<file path="src/rtl/gnn_node_seq_if.sv">
// Port bundle for one gnn_node_seq: input handshake, neighbour ReLU exchange and result handshake.
// A transfer happens on a rising clk edge where valid && ready; valid holds its payload until then.
interface gnn_node_seq_if #(
  parameter int N_IN  = 4,
  parameter int N_HID = 4,
  parameter int N_OUT = 2,
  parameter int N_NBR = 2,
  parameter int IN_W  = 6,
  parameter int W_W   = 5
);
  localparam int HID_W = IN_W + W_W + $clog2(N_IN);
  localparam int AGG_W = HID_W + $clog2(N_NBR + 1);
  localparam int OUT_W = AGG_W + W_W + $clog2(N_HID);

  logic                          in_valid;
  logic                          in_ready;
  logic [N_IN*IN_W-1:0]          x_flat;
  logic [N_IN*N_HID*W_W-1:0]     w_hid_flat;
  logic [N_HID*N_OUT*W_W-1:0]    w_out_flat;
  logic [N_HID*HID_W-1:0]        relu_out;
  logic                          relu_out_valid;
  logic [N_NBR*N_HID*HID_W-1:0]  nbr_relu;
  logic [N_NBR-1:0]              nbr_valid;
  logic [N_OUT*OUT_W-1:0]        out_flat;
  logic                          out_valid;
  logic                          out_ready;
  logic                          busy;
  logic [2:0]                    state_dbg;

  modport master (
    output in_valid, x_flat, w_hid_flat, w_out_flat, nbr_relu, nbr_valid, out_ready,
    input  in_ready, relu_out, relu_out_valid, out_flat, out_valid, busy, state_dbg
  );

  modport slave (
    input  in_valid, x_flat, w_hid_flat, w_out_flat, nbr_relu, nbr_valid, out_ready,
    output in_ready, relu_out, relu_out_valid, out_flat, out_valid, busy, state_dbg
  );
endinterface

</file>
<file path="src/rtl/gnn_node_seq.sv">
// Time-multiplexed GNN node: x*W_hid -> ReLU -> aggregate with neighbours -> agg*W_out,
// one MAC per hidden unit and one per output unit, stepped by the k and j counters.
module gnn_node_seq #(
  parameter int N_IN     = 4,
  parameter int N_HID    = 4,
  parameter int N_OUT    = 2,
  parameter int N_NBR    = 2,
  parameter int IN_W     = 6,
  parameter int W_W      = 5,
  parameter int AGG_MODE = 0
) (
  input logic           clk,
  input logic           rst_n,
  gnn_node_seq_if.slave bus
);
  localparam int HID_W = IN_W + W_W + $clog2(N_IN);
  localparam int AGG_W = HID_W + $clog2(N_NBR + 1);
  localparam int OUT_W = AGG_W + W_W + $clog2(N_HID);
  localparam int KW    = (N_IN > 1) ? $clog2(N_IN) : 1;
  localparam int JW    = (N_HID > 1) ? $clog2(N_HID) : 1;

  typedef enum logic [2:0] {
    S_IDLE, S_HIDDEN, S_RELU, S_AGG, S_OUTPUT, S_DONE
  } state_t;

  state_t state_q, state_d;

  logic [N_IN*IN_W-1:0]       x_q;
  logic [N_IN*N_HID*W_W-1:0]  wh_q;
  logic [N_HID*N_OUT*W_W-1:0] wo_q;
  logic [KW-1:0]              k_q;
  logic [JW-1:0]              j_q;

  logic signed [HID_W-1:0] acc_h  [N_HID];
  logic signed [HID_W-1:0] prod_h [N_HID];
  logic signed [HID_W-1:0] relu_q [N_HID];
  logic signed [AGG_W-1:0] agg_q  [N_HID];
  logic signed [AGG_W-1:0] agg_d  [N_HID];
  logic signed [OUT_W-1:0] acc_o  [N_OUT];
  logic signed [OUT_W-1:0] prod_o [N_OUT];
  logic signed [OUT_W-1:0] out_q  [N_OUT];
  logic                    relu_valid_q;
  logic                    out_valid_q;

  logic accept, nbr_all, last_k, last_j;

  assign accept  = bus.in_valid && bus.in_ready;
  assign nbr_all = &bus.nbr_valid;
  assign last_k  = (k_q == KW'(N_IN - 1));
  assign last_j  = (j_q == JW'(N_HID - 1));

  assign bus.in_ready       = rst_n && (state_q == S_IDLE);
  assign bus.busy           = (state_q != S_IDLE);
  assign bus.state_dbg      = state_q;
  assign bus.relu_out_valid = relu_valid_q;
  assign bus.out_valid      = out_valid_q;

  for (genvar g = 0; g < N_HID; g++) begin : g_relu
    assign bus.relu_out[g*HID_W +: HID_W] = relu_q[g];
  end
  for (genvar g = 0; g < N_OUT; g++) begin : g_out
    assign bus.out_flat[g*OUT_W +: OUT_W] = out_q[g];
  end

  always_ff @(posedge clk) begin
    if (!rst_n) state_q <= S_IDLE;
    else        state_q <= state_d;
  end

  always_comb begin
    state_d = state_q;
    unique case (state_q)
      S_IDLE:   if (accept)  state_d = S_HIDDEN;
      S_HIDDEN: if (last_k)  state_d = S_RELU;
      S_RELU:                state_d = S_AGG;
      S_AGG:    if (nbr_all) state_d = S_OUTPUT;
      S_OUTPUT: if (last_j)  state_d = S_DONE;
      S_DONE:   if (out_valid_q && bus.out_ready) state_d = S_IDLE;
      default:               state_d = S_IDLE;
    endcase
  end

  // Operands are sign-extended to the accumulator width before multiplying, so no product wraps.
  always_comb begin
    for (int j = 0; j < N_HID; j++) begin
      prod_h[j] = HID_W'($signed(x_q[int'(k_q)*IN_W +: IN_W]))
                * HID_W'($signed(wh_q[(int'(k_q)*N_HID + j)*W_W +: W_W]));
    end
    for (int m = 0; m < N_OUT; m++) begin
      prod_o[m] = OUT_W'(agg_q[j_q])
                * OUT_W'($signed(wo_q[(int'(j_q)*N_OUT + m)*W_W +: W_W]));
    end
  end

  always_comb begin
    logic signed [AGG_W-1:0] sum_v;
    logic signed [HID_W-1:0] max_v;
    logic signed [HID_W-1:0] nbr_v;
    sum_v = '0;
    max_v = '0;
    nbr_v = '0;
    for (int j = 0; j < N_HID; j++) begin
      sum_v = AGG_W'(relu_q[j]);
      max_v = relu_q[j];
      for (int n = 0; n < N_NBR; n++) begin
        nbr_v = $signed(bus.nbr_relu[(n*N_HID + j)*HID_W +: HID_W]);
        sum_v = sum_v + AGG_W'(nbr_v);
        if (nbr_v > max_v) max_v = nbr_v;
      end
      agg_d[j] = (AGG_MODE != 0) ? AGG_W'(max_v) : sum_v;
    end
  end

  always_ff @(posedge clk) begin
    if (!rst_n) begin
      x_q          <= '0;
      wh_q         <= '0;
      wo_q         <= '0;
      k_q          <= '0;
      j_q          <= '0;
      relu_valid_q <= 1'b0;
      out_valid_q  <= 1'b0;
      for (int j = 0; j < N_HID; j++) begin
        acc_h[j]  <= '0;
        relu_q[j] <= '0;
        agg_q[j]  <= '0;
      end
      for (int m = 0; m < N_OUT; m++) begin
        acc_o[m] <= '0;
        out_q[m] <= '0;
      end
    end else begin
      unique case (state_q)
        S_IDLE: if (accept) begin
          x_q  <= bus.x_flat;
          wh_q <= bus.w_hid_flat;
          wo_q <= bus.w_out_flat;
          k_q  <= '0;
          j_q  <= '0;
          for (int j = 0; j < N_HID; j++) acc_h[j] <= '0;
          for (int m = 0; m < N_OUT; m++) acc_o[m] <= '0;
        end
        S_HIDDEN: begin
          for (int j = 0; j < N_HID; j++) acc_h[j] <= acc_h[j] + prod_h[j];
          k_q <= last_k ? '0 : k_q + 1'b1;
        end
        S_RELU: begin
          for (int j = 0; j < N_HID; j++) relu_q[j] <= acc_h[j][HID_W-1] ? '0 : acc_h[j];
          relu_valid_q <= 1'b1;
        end
        S_AGG: if (nbr_all) begin
          for (int j = 0; j < N_HID; j++) agg_q[j] <= agg_d[j];
        end
        S_OUTPUT: begin
          for (int m = 0; m < N_OUT; m++) acc_o[m] <= acc_o[m] + prod_o[m];
          j_q <= last_j ? '0 : j_q + 1'b1;
          if (last_j) begin
            for (int m = 0; m < N_OUT; m++) out_q[m] <= acc_o[m] + prod_o[m];
            out_valid_q  <= 1'b1;
            relu_valid_q <= 1'b0;
          end
        end
        S_DONE: if (bus.out_ready) out_valid_q <= 1'b0;
        default: ;
      endcase
    end
  end
endmodule

</file>
<file path="src/flat_wrapper.sv">
// flat-port wrapper written by rule: the top's interface ports become plain ports
module gnn_node_seq_flat 
#(
  parameter int N_IN     = 4,
  parameter int N_HID    = 4,
  parameter int N_OUT    = 2,
  parameter int N_NBR    = 2,
  parameter int IN_W     = 6,
  parameter int W_W      = 5,
  parameter int AGG_MODE = 0
)
  (clk, rst_n, bus_in_valid, bus_x_flat, bus_w_hid_flat, bus_w_out_flat, bus_nbr_relu, bus_nbr_valid, bus_out_ready, bus_in_ready, bus_relu_out, bus_relu_out_valid, bus_out_flat, bus_out_valid, bus_busy, bus_state_dbg);
  gnn_node_seq_if #(.N_IN(N_IN), .N_HID(N_HID), .N_OUT(N_OUT), .N_NBR(N_NBR), .IN_W(IN_W), .W_W(W_W)) bus_i ();
  input logic clk;
  input logic rst_n;
  input wire logic [$bits(bus_i.in_valid)-1:0] bus_in_valid;
  input wire logic [$bits(bus_i.x_flat)-1:0] bus_x_flat;
  input wire logic [$bits(bus_i.w_hid_flat)-1:0] bus_w_hid_flat;
  input wire logic [$bits(bus_i.w_out_flat)-1:0] bus_w_out_flat;
  input wire logic [$bits(bus_i.nbr_relu)-1:0] bus_nbr_relu;
  input wire logic [$bits(bus_i.nbr_valid)-1:0] bus_nbr_valid;
  input wire logic [$bits(bus_i.out_ready)-1:0] bus_out_ready;
  output wire logic [$bits(bus_i.in_ready)-1:0] bus_in_ready;
  output wire logic [$bits(bus_i.relu_out)-1:0] bus_relu_out;
  output wire logic [$bits(bus_i.relu_out_valid)-1:0] bus_relu_out_valid;
  output wire logic [$bits(bus_i.out_flat)-1:0] bus_out_flat;
  output wire logic [$bits(bus_i.out_valid)-1:0] bus_out_valid;
  output wire logic [$bits(bus_i.busy)-1:0] bus_busy;
  output wire logic [$bits(bus_i.state_dbg)-1:0] bus_state_dbg;
  assign bus_i.in_valid = bus_in_valid;
  assign bus_i.x_flat = bus_x_flat;
  assign bus_i.w_hid_flat = bus_w_hid_flat;
  assign bus_i.w_out_flat = bus_w_out_flat;
  assign bus_i.nbr_relu = bus_nbr_relu;
  assign bus_i.nbr_valid = bus_nbr_valid;
  assign bus_i.out_ready = bus_out_ready;
  assign bus_in_ready = bus_i.in_ready;
  assign bus_relu_out = bus_i.relu_out;
  assign bus_relu_out_valid = bus_i.relu_out_valid;
  assign bus_out_flat = bus_i.out_flat;
  assign bus_out_valid = bus_i.out_valid;
  assign bus_busy = bus_i.busy;
  assign bus_state_dbg = bus_i.state_dbg;
  gnn_node_seq #(.N_IN(N_IN), .N_HID(N_HID), .N_OUT(N_OUT), .N_NBR(N_NBR), .IN_W(IN_W), .W_W(W_W), .AGG_MODE(AGG_MODE)) u_core (.clk(clk), .rst_n(rst_n), .bus(bus_i));
endmodule
</file>
<file path="config.mk">
export PLATFORM = sky130hd
export DESIGN_NAME = gnn_node_seq_flat
export DESIGN_NICKNAME = d
export VERILOG_FILES = /design/src/rtl/gnn_node_seq_if.sv /design/src/rtl/gnn_node_seq.sv /design/src/flat_wrapper.sv
export SDC_FILE = /design/constraint.sdc
export NUM_CORES = 2
export LEC_CHECK = 0
export ABC_AREA = 1
export ABC_CLOCK_PERIOD_IN_PS = 14800
export CAP_MARGIN = 20
export CELL_PAD_IN_SITES_DETAIL_PLACEMENT = 1
export CELL_PAD_IN_SITES_GLOBAL_PLACEMENT = 2
export CORE_AREA = 5 5 284 356
export CTS_CLUSTER_SIZE = 24
export DETAILED_ROUTE_END_ITERATION = 12
export DIE_AREA = 0 0 289 361
export GPL_TIMING_DRIVEN = 0
export PLACE_DENSITY = 0.94
export SLEW_MARGIN = 30
export SYNTH_ARGS = -nofsm -noshare
export SYNTH_HDL_FRONTEND = slang
export SYNTH_SLANG_ARGS = --single-unit
</file>
<file path="constraint.sdc">
create_clock -name clk -period 14.8 [get_ports clk]
set_input_delay 2.96 -clock clk [delete_from_list [all_inputs] [get_ports clk]]
set_output_delay 2.96 -clock clk [all_outputs]
set_load 0.01 [all_outputs]
</file>
Yosys cells after proc, flatten, opt, wreduce, memory -nomap -nowiden
Memories as Yosys holds them, arrays and structs flattened. A register that Yosys moved wholly into a read port is not among the register bits.
Cells that the tools add are included.
Word-level totals
  register bits after elaboration: 153
  bits in latches: 0
  RAM bits: 248
  bits in read-only memories: 0
  bits of input ports: 254
  output and inout bits: 103
  word-level logic and storage cells: 170
  memories kept: 5
Operators by class
  add/subtract/negate cells: 20
  multipliers: 13
  divide/modulo/power cells: 0
  magnitude comparators: 0
  equal/unequal tests: 13
  shifts and indexed selects: 7
  mux-type cells: 66
  bitwise operators: 22
  reduce and logical (&&, ||, !) cells: 16
Memories
  u_core.agg_q: words 4, width 15, read ports 1, clocked after memory_dff 1, write ports 4, line gnn_node_seq.sv:37  | logic signed [AGG_W-1:0] agg_q [N_HID];
  u_core.acc_h: words 4, width 13, read ports 4, clocked after memory_dff 0, write ports 4, line gnn_node_seq.sv:34  | logic signed [HID_W-1:0] acc_h [N_HID];
  u_core.relu_q: words 4, width 12, read ports 4, clocked after memory_dff 0, write ports 4, line gnn_node_seq.sv:36  | logic signed [HID_W-1:0] relu_q [N_HID];
  u_core.acc_o: words 2, width 22, read ports 2, clocked after memory_dff 0, write ports 2, line gnn_node_seq.sv:39  | logic signed [OUT_W-1:0] acc_o [N_OUT];
  u_core.out_q: words 2, width 22, read ports 2, clocked after memory_dff 0, write ports 2, line gnn_node_seq.sv:41  | logic signed [OUT_W-1:0] out_q [N_OUT];
Operator list (count)
  $shiftx A80 B32 Y5: 3
  $mux W22: 6
  $mul A32 B4 Y32 const B: 4
  $mux W13: 8
  $mux W12: 8
  $shiftx A80 B8 Y5: 1
  $add A14 B13 Y15: 4
  $mux W15: 4
  $add A13 B13 Y14: 4
  $add A13 B13 Y13: 4
  $add A22 B22 Y22: 2
  $mul A6 B5 Y11: 4
  $mul A15 B5 Y20: 2
  $shiftx A40 B32 Y5: 1
  $shiftx A40 B7 Y5: 1
  $mux W1: 25
  $shiftx A24 B6 Y6: 1
  $or A1 B1 Y1: 22
  $pmux W3 S6: 1
  $mux W3: 5
  $add A4 B2 Y5 const B: 2
  $mul A2 B3 Y5 const B: 2
  $mux W2: 5
  $ne A2 B1 Y1 const B: 5
  other kinds (18): 33

Longest topological paths before layout
  word-level depth: 9
  gate-level depth with buffers: 38
  gate-level depth less buffers: 35

Worst setup path before layout
Ideal clock, no wire load.
  path type: input-to-output
  from: input rst_n
  to: output bus_in_ready
  data arrival time: 3.424 ns
  data required time: 11.840 ns
  setup slack: 8.416 ns
  cell stages on the path: 3
  path buffers: 1
  cell sequence: buf_2 -> inv_2 -> nor2_1
On the way
  longest elaborated chain between the ends: 1
Ends and longest elaborated chain
  start: declaration: line flat_wrapper.sv:15  | input logic rst_n;
  $logic_and A1 B1 Y1: line gnn_node_seq.sv:52  | assign bus.in_ready = rst_n && (state_q == S_IDLE);
  end: declaration: line flat_wrapper.sv:23  | output wire logic [$bits(bus_i.in_ready)-1:0] bus_in_ready;
Every way passes these cells.

==> results.md <==
| Metric | Value | Unit |
|:---|:---|:---|
| Outcome | complete, no violations | - |
| Longest Clk Path Bufs | 3 | - |
| Area delta synth->final | 19.22 | % |
| Max Cap Violations | 0 | - |
| Overall power after layout | 8.494 | mW |
| Post-synthesis cell area | 35,740 | µm² |
| Placeable core area | 97,050 | µm² |
| Remaining global-route overflow | 0 | - |
| Number of port buffers | 351 | - |
| FFs w/ async S/R, synth | 0 | - |
| Final critical delay including setup and external delays | 7957 | ps |
| Top-Level Pins | 357 | - |
| Starting density of the core | 0.3682 | - |
| Highest achievable clock rate | 125.7 | MHz |
| Clock tree from TritonCTS | done | - |
| Number of global-route vias before repair | 36,630 | - |
| # Post-CTS Setup Buffers | 0 | - |
| Hold-fix buffers at CTS | 0 | - |
| DRC | 0 | - |
| Worst hold path class | reg -> reg | - |
| Number of warnings printed during yosys synthesis | 0 | - |
| Die Span X | 289 | µm |
| CP peak stage delay | 540 | ps |
| Worst EP arrival | 8320 | ps |
| Max-slew headroom at the worst pin | 0.3501 | - |
| Largest fanout on the critical path | 10 | - |
| Antenna-violating nets left | 0 | - |
| Final Slew Violations | 0 | - |
| Net switching power | 4.475 | mW |
| Via count | 34,070 | - |
| Die footprint | 104,300 | µm² |
| H-tree lvl count | 2 | - |
| Crit path launch type | flop | - |
| Leakage dissipation | 19.35 | nW |
| RSZ-0062 raised after global routing | no | - |
| Overall track demand over capacity in global routing | 0.2529 | - |
| # nets final | 5,834 | - |
| Largest clock skew in the final design | 24.25 | ps |
| WHS | 459.4 | ps |
| Number of distinct library cell variants in the gate-level netlist after synthesis | 55 | - |
| Primary FF master, synth | sky130_fd_sc_hd__edfxtp_1 | - |
| DR pass1 iterations | 5 | - |
| Number of synthesized flops with an enable pin | 235 | - |
| Final count of hold timing violations | 0 | - |
| Sum Neg Setup Slack | 0 | ps |
| Y dimension of the die | 361 | µm |
| Inserted Clock Buffers | 49 | - |
| Later-pin clock latency in the skew report | 640 | ps |
| Global placement routability congestion | 0.9602 | - |
| Area of the multi-input gates | 21,820 | µm² |
| Detailed placer's ending HPWL | 112.3 | mm |
| Worst Setup Path Type | reg -> reg | - |
| P_int | 4.019 | mW |
| Final clock period utilization by the worst path | 0.5377 | - |
| Power density over the cells | 199.4 | nW/µm² |
| Sort of element at the end of the critical path | flop | - |
| CP required | 15,160 | ps |
| Mean area per synthesized cell | 7.687 | µm² |
| Clock root buffer | sky130_fd_sc_hd__clkbuf_16 | - |
| Fill cell total of the finished layout | 12,000 | - |
| GRT busiest layer | met2 | - |
| Part of the total power dissipated in the clock network | 0.146 | - |
| Flip-flop and latch count after synthesis | 403 | - |
| Maximum number of pins on one net before global-route repair | 51 | - |
| Clock net sink count | 403 | - |
| WL final | 136.0 | mm |
| CTS resizes | 0 | - |
| Count of endpoints failing setup in the final report | 0 | - |
| First-pass GRT wire length | 205.9 | mm |
| Slew @ Worst Pin | 974.8 | ps |
| Cell occurring most often along the worst timing path | sky130_fd_sc_hd__nand2_1 | - |
| Clk slew on worst S/H paths | 70 | ps |
| Std-Cell Rows | 128 | - |
| Reg power frac | 0.191 | - |
| Fraction of power consumed by combinational cells | 0.664 | - |
| Post-synthesis cell count | 4,649 | - |
| Violation count after the first detailed-routing iteration | 1,958 | - |
| Routed wire per std cell | 21.25 | µm |
| Fraction of met1 tracks used by global routing | 0.2984 | - |
| Area taken by flip-flops and latches | 10,420 | µm² |
| Antenna violations before repair | 4 | - |
| Slowest-stage cell, CP | sky130_fd_sc_hd__fa_1 | - |
| Sequential-to-total area share from yosys stat | 0.2916 | - |
| Met3 Usage GRT | 0.03010 | - |
| Switching share of total power | 0.5268 | - |
| Peak ir drop on the vdd network | 0.1029 | mV |
| Met2 Resource Use GR | 0.4594 | - |
| Layout cells sized above 1 | 0.04709 | - |
| Vias per inst | 5.323 | - |
==> cell families (layout without fill, tap and decap cells) <==
| logic type | Yosys count | count (layout) | synth area share |
|---|---|---|---|
| simple gates | 1825 | 1825 | 0.2092 |
| compound gates | 934 | 934 | 0.1447 |
| buf+inv | 867 | 1312 | 0.09898 |
| fa+ha+maj | 523 | 523 | 0.2319 |
| flops | 403 | 403 | 0.2916 |
| xor+xnor | 96 | 96 | 0.02353 |
| other cells | 1 | 7 | 0.0001049 |
==> state kept, by name, summed over array words and instances, names as in the netlist, named ones only <==
register / count
u_core.bus.state_dbg: 3
u_core.acc_o: 44
u_core.out_q: 44
u_core.bus.out_valid: 1
u_core.wh_q: 80
u_core.wo_q: 40
u_core.acc_h: 52
u_core.x_q: 24
u_core.bus.relu_out_valid: 1
u_core.k_q: 2
u_core.j_q: 2
u_core.agg_q: 60
u_core.relu_q: 48
==> power groups by stage <==
stage / Clock [mW] / Combinational (mW) / Sequential [mW]
floorplan: 0 / 3.85 / 1.58
global placement: 0 / 5.41 / 1.64
detailed placement: 0 / 5.59 / 1.64
CTS: 1.27 / 5.63 / 1.62
global route: 1.30 / 6.28 / 1.64
finish: 1.24 / 5.64 / 1.62
==> path summary, 6_finish.rpt <==
path	from	endpoint	slack (ps)	cells after the start
min reg2reg	u_core.x_q[18]	u_core.x_q[18]	460	2
max	u_core.k_q[1]	u_core.acc_h[1][12]	6840	35
min	u_core.x_q[18]	u_core.x_q[18]	460	2
max reg2reg	u_core.k_q[1]	u_core.acc_h[1][12]	6840	35
==> metrics by stage <==
| step | utilization | std cells | area [µm²] | worst slack, ps |
|---|---|---|---|---|
| 2_1_floorplan | - | 4652 | 35750 | 8416 |
| 3_3_place_gp | 0.4213 | 6303 | 40890 | 7154 |
| 3_5_place_dp | 0.4224 | 6306 | 41000 | 6993 |
| 4_1_cts | 0.4389 | 6397 | 42590 | 6956 |
| 5_1_grt | 0.4390 | 6400 | 42600 | 6431 |
| 6_report | 0.4390 | 6400 | 42600 | 6843 |
==> cells in the mapped netlist (20+ instances only) <==
cell type / count / area share
sky130_fd_sc_hd__o211ai_1: 39 / 0.0082
sky130_fd_sc_hd__o21ai_0: 306 / 0.043
sky130_fd_sc_hd__a21oi_1: 408 / 0.057
sky130_fd_sc_hd__buf_2: 55 / 0.0077
sky130_fd_sc_hd__nand3_1: 258 / 0.036
sky130_fd_sc_hd__nor2_1: 461 / 0.048
sky130_fd_sc_hd__o21ai_1: 46 / 0.0064
sky130_fd_sc_hd__buf_6: 20 / 0.0063
sky130_fd_sc_hd__nand2_1: 994 / 0.10
sky130_fd_sc_hd__fa_1: 232 / 0.13
sky130_fd_sc_hd__dfxtp_1: 168 / 0.094
sky130_fd_sc_hd__inv_1: 697 / 0.073
sky130_fd_sc_hd__xor2_1: 53 / 0.013
sky130_fd_sc_hd__nand4_1: 33 / 0.0058
sky130_fd_sc_hd__ha_1: 291 / 0.10
sky130_fd_sc_hd__edfxtp_1: 235 / 0.20
sky130_fd_sc_hd__clkbuf_1: 56 / 0.0059
sky130_fd_sc_hd__xnor2_1: 43 / 0.011
sky130_fd_sc_hd__nor3_1: 30 / 0.0042
==> per-layer routing <==
metal / share of wire / wire (µm) / up-vias
li1: - / - / 16040
met1: 0.40 / 54070 / 16850
met2: 0.51 / 68710 / 899
met3: 0.047 / 6413 / 286
met4: 0.050 / 6797 / 0
met5: 0 / 0 / -
==> critical path, delay by kind of cell, from the launching register on <==
family          cells  cell delay (ps)
compound gates      3              430
simple gates       14             2010
buf+inv            12             2260
flops               1              400
fa+ha+maj           6             2550
==> cell type report <==
cell class	instances	share of cell area
diodes	3	0.0001762
plain buffers	151	0.01997
clock buffers	63	0.03122
clock inverters	28	0.006285
inverters	716	0.06308
multi-input cells	3382	0.5123
flip-flops and latches	403	0.2446
well taps	1300	0.03818
repair buffers	354	0.08423
==> cell usage in the layout, fill, tap and decap left out, types with 5 or more instances in the layout <==
cell type and n:
sky130_fd_sc_hd__nand4_1 33, sky130_fd_sc_hd__a21oi_1 408, sky130_fd_sc_hd__buf_4 17, sky130_fd_sc_hd__nor2_1 461, sky130_fd_sc_hd__a211oi_1 5, sky130_fd_sc_hd__a31oi_1 18, sky130_fd_sc_hd__a31o_2 9, sky130_fd_sc_hd__clkbuf_1 63
sky130_fd_sc_hd__buf_2 55, sky130_fd_sc_hd__o31ai_1 7, sky130_fd_sc_hd__nor3_1 30, sky130_fd_sc_hd__edfxtp_1 235, sky130_fd_sc_hd__clkbuf_16 49, sky130_fd_sc_hd__ha_1 291, sky130_fd_sc_hd__o21ai_0 306, sky130_fd_sc_hd__a21o_1 15
sky130_fd_sc_hd__clkinv_2 5, sky130_fd_sc_hd__o21bai_1 15, sky130_fd_sc_hd__fa_1 232, sky130_fd_sc_hd__o2111ai_1 5, sky130_fd_sc_hd__clkinv_4 7, sky130_fd_sc_hd__xor2_1 53, sky130_fd_sc_hd__inv_2 15, sky130_fd_sc_hd__o211ai_1 39
sky130_fd_sc_hd__clkdlybuf4s50_1 351, sky130_fd_sc_hd__nand2_1 991, sky130_fd_sc_hd__a32oi_1 15, sky130_fd_sc_hd__nand3_1 257, sky130_fd_sc_hd__o21ai_1 46, sky130_fd_sc_hd__nand3b_1 15, sky130_fd_sc_hd__or2_2 17, sky130_fd_sc_hd__xnor2_1 43
sky130_fd_sc_hd__dfxtp_1 168, sky130_fd_sc_hd__inv_6 7, sky130_fd_sc_hd__o21a_1 19, sky130_fd_sc_hd__o22ai_1 11, sky130_fd_sc_hd__inv_1 697, sky130_fd_sc_hd__clkbuf_8 5, sky130_fd_sc_hd__buf_6 20
Power figures use the tool's default switching activity.
